<file path="src/rtl/vend_change_ctrl.sv">
// rtl/vend_change_ctrl.sv - vending transaction controller with greedy change payout
//
// Purpose: collects coins toward a latched price, pulses soda once the registered
// total reaches the price, then pays out change one coin at a time (25/10/5/1c)
// through a req/ack hopper handshake.
//
// Ports:
//   clk, rst                 clock, asynchronous active-high reset
//   start, price             begin a transaction (IDLE only), price in cents
//   coin_valid, coin_value   presented coin; accepted when coin_ready is high
//   coin_ready               high only in COLLECT
//   cancel                   refund request in COLLECT (VEND_CANCEL_EN builds only)
//   soda                     one-cycle dispense pulse
//   total                    registered running coin total (saturating)
//   hopper_req, hopper_coin  change-coin request, denomination 0=1c 1=5c 2=10c 3=25c
//   hopper_ack               hopper has paid the requested coin
//   busy, done               not-IDLE flag, one-cycle completion pulse
//
// Optional feature macro: VEND_CANCEL_EN enables the cancel/refund path.

module vend_change_ctrl #(
   parameter int W = 8
) (
   input  logic         clk,
   input  logic         rst,
   input  logic         start,
   input  logic [W-1:0] price,
   input  logic         coin_valid,
   input  logic [W-1:0] coin_value,
   output logic         coin_ready,
   input  logic         cancel,
   output logic         soda,
   output logic [W-1:0] total,
   output logic         hopper_req,
   output logic [1:0]   hopper_coin,
   input  logic         hopper_ack,
   output logic         busy,
   output logic         done
);

   typedef enum logic [2:0] {
      ST_IDLE     = 3'd0,
      ST_COLLECT  = 3'd1,
      ST_VEND     = 3'd2,
      ST_PAYOUT   = 3'd3,
      ST_WAIT_ACK = 3'd4,
      ST_DONE     = 3'd5
   } state_t;

   state_t       state_q, state_d;
   logic [W-1:0] price_q, price_d;
   logic [W-1:0] total_q, total_d;
   logic [W-1:0] change_q, change_d;
   logic         hopper_req_q, hopper_req_d;
   logic [1:0]   hopper_coin_q, hopper_coin_d;
   logic         coin_ready_q, coin_ready_d;
   logic         soda_q, soda_d;
   logic         busy_q, busy_d;
   logic         done_q, done_d;

   logic [W:0]   coin_sum;
   logic [W-1:0] total_acc;
   logic         coin_acc;

   // Largest denomination code not exceeding the remaining change.
   function automatic logic [1:0] pick_denom(input logic [W-1:0] c);
      if (32'(c) >= 32'd25)      return 2'd3;
      else if (32'(c) >= 32'd10) return 2'd2;
      else if (32'(c) >= 32'd5)  return 2'd1;
      else                       return 2'd0;
   endfunction

   function automatic logic [W-1:0] denom_value(input logic [1:0] d);
      case (d)
         2'd3:    return W'(25);
         2'd2:    return W'(10);
         2'd1:    return W'(5);
         default: return W'(1);
      endcase
   endfunction

   // Extra carry bit detects overflow so the total can clamp at all-ones.
   assign coin_sum  = {1'b0, total_q} + {1'b0, coin_value};
   assign total_acc = coin_sum[W] ? {W{1'b1}} : coin_sum[W-1:0];
   assign coin_acc  = coin_valid && coin_ready_q;

`ifndef VEND_CANCEL_EN
   logic unused_cancel;
   assign unused_cancel = cancel;
`endif

   always_comb begin
      state_d       = state_q;
      price_d       = price_q;
      total_d       = total_q;
      change_d      = change_q;
      hopper_req_d  = hopper_req_q;
      hopper_coin_d = hopper_coin_q;

      case (state_q)
         ST_IDLE: begin
            if (start) begin
               price_d = price;
               total_d = '0;
               state_d = ST_COLLECT;
            end
         end
         ST_COLLECT: begin
            if (coin_acc) total_d = total_acc;
`ifdef VEND_CANCEL_EN
            // Cancel wins over vending; a coin taken this same edge is refunded too.
            if (cancel) begin
               change_d = coin_acc ? total_acc : total_q;
               state_d  = ST_PAYOUT;
            end else if (total_q >= price_q) begin
               state_d = ST_VEND;
            end
`else
            // Compare the registered total so a coin vends one edge after acceptance.
            if (total_q >= price_q) state_d = ST_VEND;
`endif
         end
         ST_VEND: begin
            change_d = total_q - price_q;
            state_d  = ST_PAYOUT;
         end
         ST_PAYOUT: begin
            if (change_q == '0) begin
               state_d = ST_DONE;
            end else begin
               hopper_coin_d = pick_denom(change_q);
               hopper_req_d  = 1'b1;
               state_d       = ST_WAIT_ACK;
            end
         end
         ST_WAIT_ACK: begin
            if (hopper_ack) begin
               change_d     = change_q - denom_value(hopper_coin_q);
               hopper_req_d = 1'b0;
               state_d      = ST_PAYOUT;
            end
         end
         ST_DONE: begin
            state_d = ST_IDLE;
         end
         default: begin
            hopper_req_d = 1'b0;
            state_d      = ST_IDLE;
         end
      endcase

      // Status outputs are registered copies of the next state's decode.
      coin_ready_d = (state_d == ST_COLLECT);
      soda_d       = (state_d == ST_VEND);
      busy_d       = (state_d != ST_IDLE);
      done_d       = (state_d == ST_DONE);
   end

   always_ff @(posedge clk or posedge rst) begin
      if (rst) begin
         state_q       <= ST_IDLE;
         price_q       <= '0;
         total_q       <= '0;
         change_q      <= '0;
         hopper_req_q  <= 1'b0;
         hopper_coin_q <= 2'd0;
         coin_ready_q  <= 1'b0;
         soda_q        <= 1'b0;
         busy_q        <= 1'b0;
         done_q        <= 1'b0;
      end else begin
         state_q       <= state_d;
         price_q       <= price_d;
         total_q       <= total_d;
         change_q      <= change_d;
         hopper_req_q  <= hopper_req_d;
         hopper_coin_q <= hopper_coin_d;
         coin_ready_q  <= coin_ready_d;
         soda_q        <= soda_d;
         busy_q        <= busy_d;
         done_q        <= done_d;
      end
   end

   assign coin_ready  = coin_ready_q;
   assign soda        = soda_q;
   assign total       = total_q;
   assign hopper_req  = hopper_req_q;
   assign hopper_coin = hopper_coin_q;
   assign busy        = busy_q;
   assign done        = done_q;

endmodule

</file>
<file path="config.mk">
export PLATFORM = sky130hd
export DESIGN_NAME = vend_change_ctrl
export DESIGN_NICKNAME = d
export VERILOG_FILES = /design/src/rtl/vend_change_ctrl.sv
export SDC_FILE = /design/constraint.sdc
export NUM_CORES = 1
export LEC_CHECK = 0
export ABC_AREA = 1
export BUFFER_PORTS_ARGS = -buffer_cell sky130_fd_sc_hd__buf_2
export CORE_UTILIZATION = 52
export CTS_CLUSTER_DIAMETER = 40
export DETAILED_ROUTE_END_ITERATION = 10
export MAX_ROUTING_LAYER = met4
export PLACE_DENSITY = 0.79
export SKIP_CTS_REPAIR_TIMING = 1
export SYNTH_ARGS = -nofsm -noshare
export SYNTH_HDL_FRONTEND = slang
export SYNTH_SLANG_ARGS = --single-unit
</file>
<file path="constraint.sdc">
create_clock -name clk -period 1.6 [get_ports clk]
set_input_delay 0.32 -clock clk [delete_from_list [all_inputs] [get_ports clk]]
set_output_delay 0.32 -clock clk [all_outputs]
set_load 0.02 [all_outputs]
</file>
### Yosys cells after proc, flatten, opt, wreduce, memory -nomap -nowiden

Index checks and enable logic that the tools add are counted.

| storage, ports and cells | value |
|---|---|
| output and inout bits | 15 |
| input port bits | 22 |
| bits in registers | 34 |

| operators by class | value |
|---|---|
| reductions and logical operators | 12 |
| mux-type cells | 20 |
| add/subtract/negate cells | 3 |
| bitwise operators | 2 |
| order comparisons | 4 |
| eq/ne operators | 15 |

Operator list:

| operator | count |
|---|---|
| $mux 8 | 6 |
| $pmux 8 s2 | 2 |
| $sub 8x8->8 | 2 |
| $pmux 3 s5 | 1 |
| $pmux 5 s3 | 1 |
| $add 8x8->9 | 1 |
| $eq 3x2->1 const B | 3 |
| $eq 3x3->1 const B | 3 |
| $mux 3 | 3 |
| $ge 8x3->1 const B | 1 |
| $ge 8x4->1 const B | 1 |
| $ge 8x5->1 const B | 1 |
| $ge 8x8->1 | 1 |
| $logic_not 8->1 | 1 |
| $ne 2x2->1 const B | 4 |
| $eq 3x1->1 const B | 2 |
| $reduce_and 2->1 | 3 |
| $reduce_and 3->1 | 2 |
| $eq 2x2->1 const B | 2 |
| $mux 1 | 4 |
| $mux 2 | 2 |
| $reduce_bool 2->1 | 2 |
| $reduce_or 4->1 | 1 |
| $logic_not 3->1 | 1 |
| 5 further kinds | 6 |

### Logic depth before layout (Yosys ltp)

| logic depth | value |
|---|---|
| depth in word-level cells | 7 |
| mapped depth | 14 |

### Least setup slack after synthesis

Ideal clock, no wire load.

| path | value |
|---|---|
| path type | flip-flop to flip-flop |
| start | register hopper_coin_q[1], in the netlist hopper_coin[1] |
| end | register change_q[6] |
| slack | -0.367 ns |
| arrival | 1.851 ns |
| clock period less this slack | 1.967 ns |
| stages on the path, launching flop included | 14 |
| buffers on the path | 0 |
| library setup time | 0.116 ns |
| cells stage by stage | dfrtp_1 -> inv_1 -> nor2_1 -> inv_1 -> ha_1 -> fa_1 -> inv_1 -> nand3_1 -> nand3_1 -> nand2_1 -> nand3_1 -> nand2_1 -> nand2_1 -> nand2_1 |

| on the way | value |
|---|---|
| longest elaborated chain between the ends | 7 |
| elaborated cells on any way between the ends | 9 |
| those cells by class | 1 x add/sub; 3 x eq/ne; 5 x mux |

Ends and longest elaborated chain:

| element | RTL line | RTL |
|---|---|---|
| start: declaration | 55 | `logic [1:0] hopper_coin_q, hopper_coin_d;` |
| start signal: assignment | 177 | `hopper_coin_q <= hopper_coin_d;` |
| $eq 2x1->1 or $eq 2x2->1 (tied branches) | 74 | `case (d)` |
| $pmux 5 s3 (*) | 74 |  |
| $mux 8 (*) | 137 | `if (hopper_ack) begin` |
| $mux 8 (*) | 100 | `case (state_q)` |
| $sub 8x8->8 (*) | 138 | `change_d = change_q - denom_value(hopper_coin_q);` |
| $mux 8 (*) | 137 |  |
| $pmux 8 s2 (*) | 100 |  |
| end signal: assignment | 175 | `change_q <= change_d;` |
| end: declaration | 53 | `logic [W-1:0] change_q, change_d;` |

Every way passes the cells marked *; elsewhere a longest branch is shown, timed or not. The select of a mux whose other input is x is not followed.
A chain may end at the register's enable or synchronous reset.

### Worst setup path in the final report

Same ends and word-level chain as after synthesis.

==> flow_metrics.tcl <==
set metrics [dict create \
    antenna_left 0 \
    cts_tree "done" \
    multi_input_area_sq_um 1692 \
    fin_ws_ns -0.1966 \
    core_sq_um 4723 \
    cts_buffers 5 \
    synth.avg_cell_area_sq_um 7.028 \
    fillCellCount 346 \
    synth.area.top_cells "dfrtp_1 (33%), nand2_1 (18%), ha_1 (10%), inv_1 (8.2%), nand3_1 (6.1%)" \
    crit_required_ns 1.79 \
    drive_above_1_share_pct 32.42 \
    ios 37 \
    clockBufferDepth 2 \
    cp.arrival_ns 1.98 \
    final_common_cell "nand2_1" \
    cts_max_level 2 \
    timing.rr.end "change_q[6]$_DFFE_PP0P_" \
    ys_warn_count 0 \
    syn_to_final_growth_pct 34.43 \
    post-synth-top-area-fraction_pct 33.35 \
    dr_total_vias 2619 \
    r2r-start "hopper_coin[1]$_DFFE_PP0P_" \
    ys.flop_type "dfrtp_1" \
    failed_checks "negative setup slack" \
    critPathLaunchType "flop" \
    final_cell_mix "nand2_1 (115), inv_1 (49), buf_2 (35), buf_4 (35), dfrtp_1 (29)" \
    final_cells 505 \
    place_area_sq_um 3119 \
    ff2ff_path_depth 13 \
    rows 25 \
    antenna_found_initial 0 \
    drt_iter0_markers 123 \
    viasPerCell 5.186 \
    wl_per_cell_microns 13.03 \
    period_minus_slack_ns 1.797 \
    leakage_nw 1.873 \
    critPathCaptureType "flop" \
    clk_latency_ns 0.30 \
    cts-root-buf "clkbuf_8" \
    grt_usage_pct 26.61 \
    overflow 0 \
    tightest_slew_ns 0.4490 \
    dr.pass1.iters 4 \
    hp-class "in2async" \
    finalClockSkew_ns 0.008031 \
    grt_pass1_vias 2496 \
    slew_violations 0 \
    start_util_pct 54.01 \
    yosysTopAreaCell "dfrtp_1" \
    grt_pass1_wl_microns 10440 \
    yosysSeqAreaShare_pct 33.35 \
    place_congestion 0.8593 \
    netlist_instances 363 \
    drv_cap 0 \
    wirelength_microns 6580 \
    diodes 0 \
    die_area_sq_um 5190 \
    synthesis.nets 409 \
    hold_violations 0 \
    setup_violations 18 \
    die_h_microns 72.05 \
    p_per_area_nw_per_um2 2262 \
    max_slew_margin_pct 70.07 \
    synth_seq_cells 34 \
    synth_edf_count 0 \
    drc 0 \
    vdd_drop_max_mv 1.000 \
    clk_pin_slew_worst_paths_ns 0.08 \
    cts_sinks 34 \
    hpwl_microns 4632 \
    path_max_fanout 2 \
    reg2reg_slack_ns -0.20 \
    die_x_microns 72.05 \
    synthArstFlopShare_pct 100.0 \
    rsz0062_at_grt "true" \
    fmax_ghz 0.5566 \
    stdcell_area_sq_um 3430 \
    outcome "complete, but fails checks" \
    fin_nets 483 \
    dpl.cell_count 492 \
    synthesis.area_sq_um 2551 \
    grt_max_degree 35 \
    yosysUniqueCellTypes 30 \
    finalCritPeriodShare_pct 112.3 \
    layout.area.seq_sq_um 857.1 \
    critPathKind "reg2reg" \
    portBuffers 35 \
]
## worst max-delay path: stages, from the launching register on
cell	delay [ns]
dfrtp_2	0.37
inv_2	0.05
nor2_4	0.13
inv_2	0.07
ha_4	0.16
fa_2	0.38
inv_2	0.08
nand3_2	0.09
nand3_2	0.07
nand2_1	0.05
nand3_1	0.06
nand2_1	0.05
nand2_1	0.05
nand2_1	0.06
## area by class of cell
class	count	share of cell area, %
Tap cell	67	2.444
Timing Repair Buffer	70	12.77
Inverter	58	6.457
Clock buffer	5	2.007
Clock inverter	3	2.007
Multi-Input combinational cell	268	49.32
Sequential cell	34	24.99
## cells by family (layout without fill, tap and decap cells)
family	Yosys count	in the layout	synth area share, %
xor+xnor	5	5	1.717
simple gates	196	196	33.25
flops	34	34	33.35
fa+ha+maj	24	24	12.65
compound gates	43	43	9.564
buf+inv	61	136	9.465
## registers in the layout (all words and copies together) (netlist names)
name         cells
busy             1
change_q         8
coin_ready       1
done             1
hopper_coin      2
hopper_req       1
price_q          8
soda             1
state_q          3
total            8
## stage by stage
step | setup WS (ns) | utilization (%) | hold slack [ns] | setup TNS, ns | power (mW)
2_1_floorplan | -0.1413 | - | 0.4296 | -0.5444 | 4.717
3_3_place_gp | -0.1169 | 66.04 | 0.4385 | -0.9566 | 5.915
3_5_place_dp | -0.2254 | 66.04 | 0.4707 | -1.492 | 6.090
4_1_cts | -0.2336 | 68.95 | 0.1479 | -1.837 | 7.133
5_1_grt | -0.3067 | 72.61 | 0.1635 | -3.334 | 8.425
6_report | -0.1966 | 72.61 | 0.1329 | -1.612 | 7.759
## synthesized netlist by cell type (2+ instances only)
| library cell | instances |
|---|---|
| nand2_1 | 123 |
| inv_1 | 56 |
| dfrtp_1 | 34 |
| nand3_1 | 31 |
| nor2_1 | 24 |
| ha_1 | 21 |
| o21ai_0 | 21 |
| a21oi_1 | 14 |
| nand4_1 | 4 |
| fa_1 | 3 |
| nand3b_1 | 3 |
| xnor2_1 | 3 |
| a21oi_2 | 2 |
| a31oi_1 | 2 |
| inv_2 | 2 |
| nand2_2 | 2 |
| nand2_4 | 2 |
| nor3_1 | 2 |
| or2_2 | 2 |
| xor2_1 | 2 |
## metal layers
| metal | part of all wire [%] | vias to the layer above | track usage (%) |
|---|---|---|---|
| met3 | 2.5 | 15 | 3.889 |
| met2 | 54 | 57 | 45.81 |
| met1 | 42 | 1242 | 30.32 |
| li1 | - | 1305 | - |
| met4 | 1.9 | 0 | 13.29 |
| met5 | 0 | - | - |
## power breakdown
group          switching (mW)  total, mW  internal, mW
logic                    3.00       5.26          2.26
registers               0.287       1.51          1.22
clock network           0.363      0.988         0.625
total                    3.66       7.76          4.10
## worst max path at each step
stage | startpoint | end | slack (ns) | cells after the start
after global placement | total[0]$_DFFE_PP0P_ | busy$_DFF_PP0_ | -0.12 | 10
after floorplan | hopper_coin[1]$_DFFE_PP0P_ | change_q[6]$_DFFE_PP0P_ | -0.14 | 13
after CTS | total[7]$_DFFE_PP0P_ | coin_ready$_DFF_PP0_ | -0.23 | 8
after global routing | hopper_coin[1]$_DFFE_PP0P_ | change_q[6]$_DFFE_PP0P_ | -0.31 | 13
after detailed placement | total[7]$_DFFE_PP0P_ | coin_ready$_DFF_PP0_ | -0.23 | 8
final | hopper_coin[1]$_DFFE_PP0P_ | change_q[6]$_DFFE_PP0P_ | -0.20 | 13
Power figures use the tool's default switching activity.
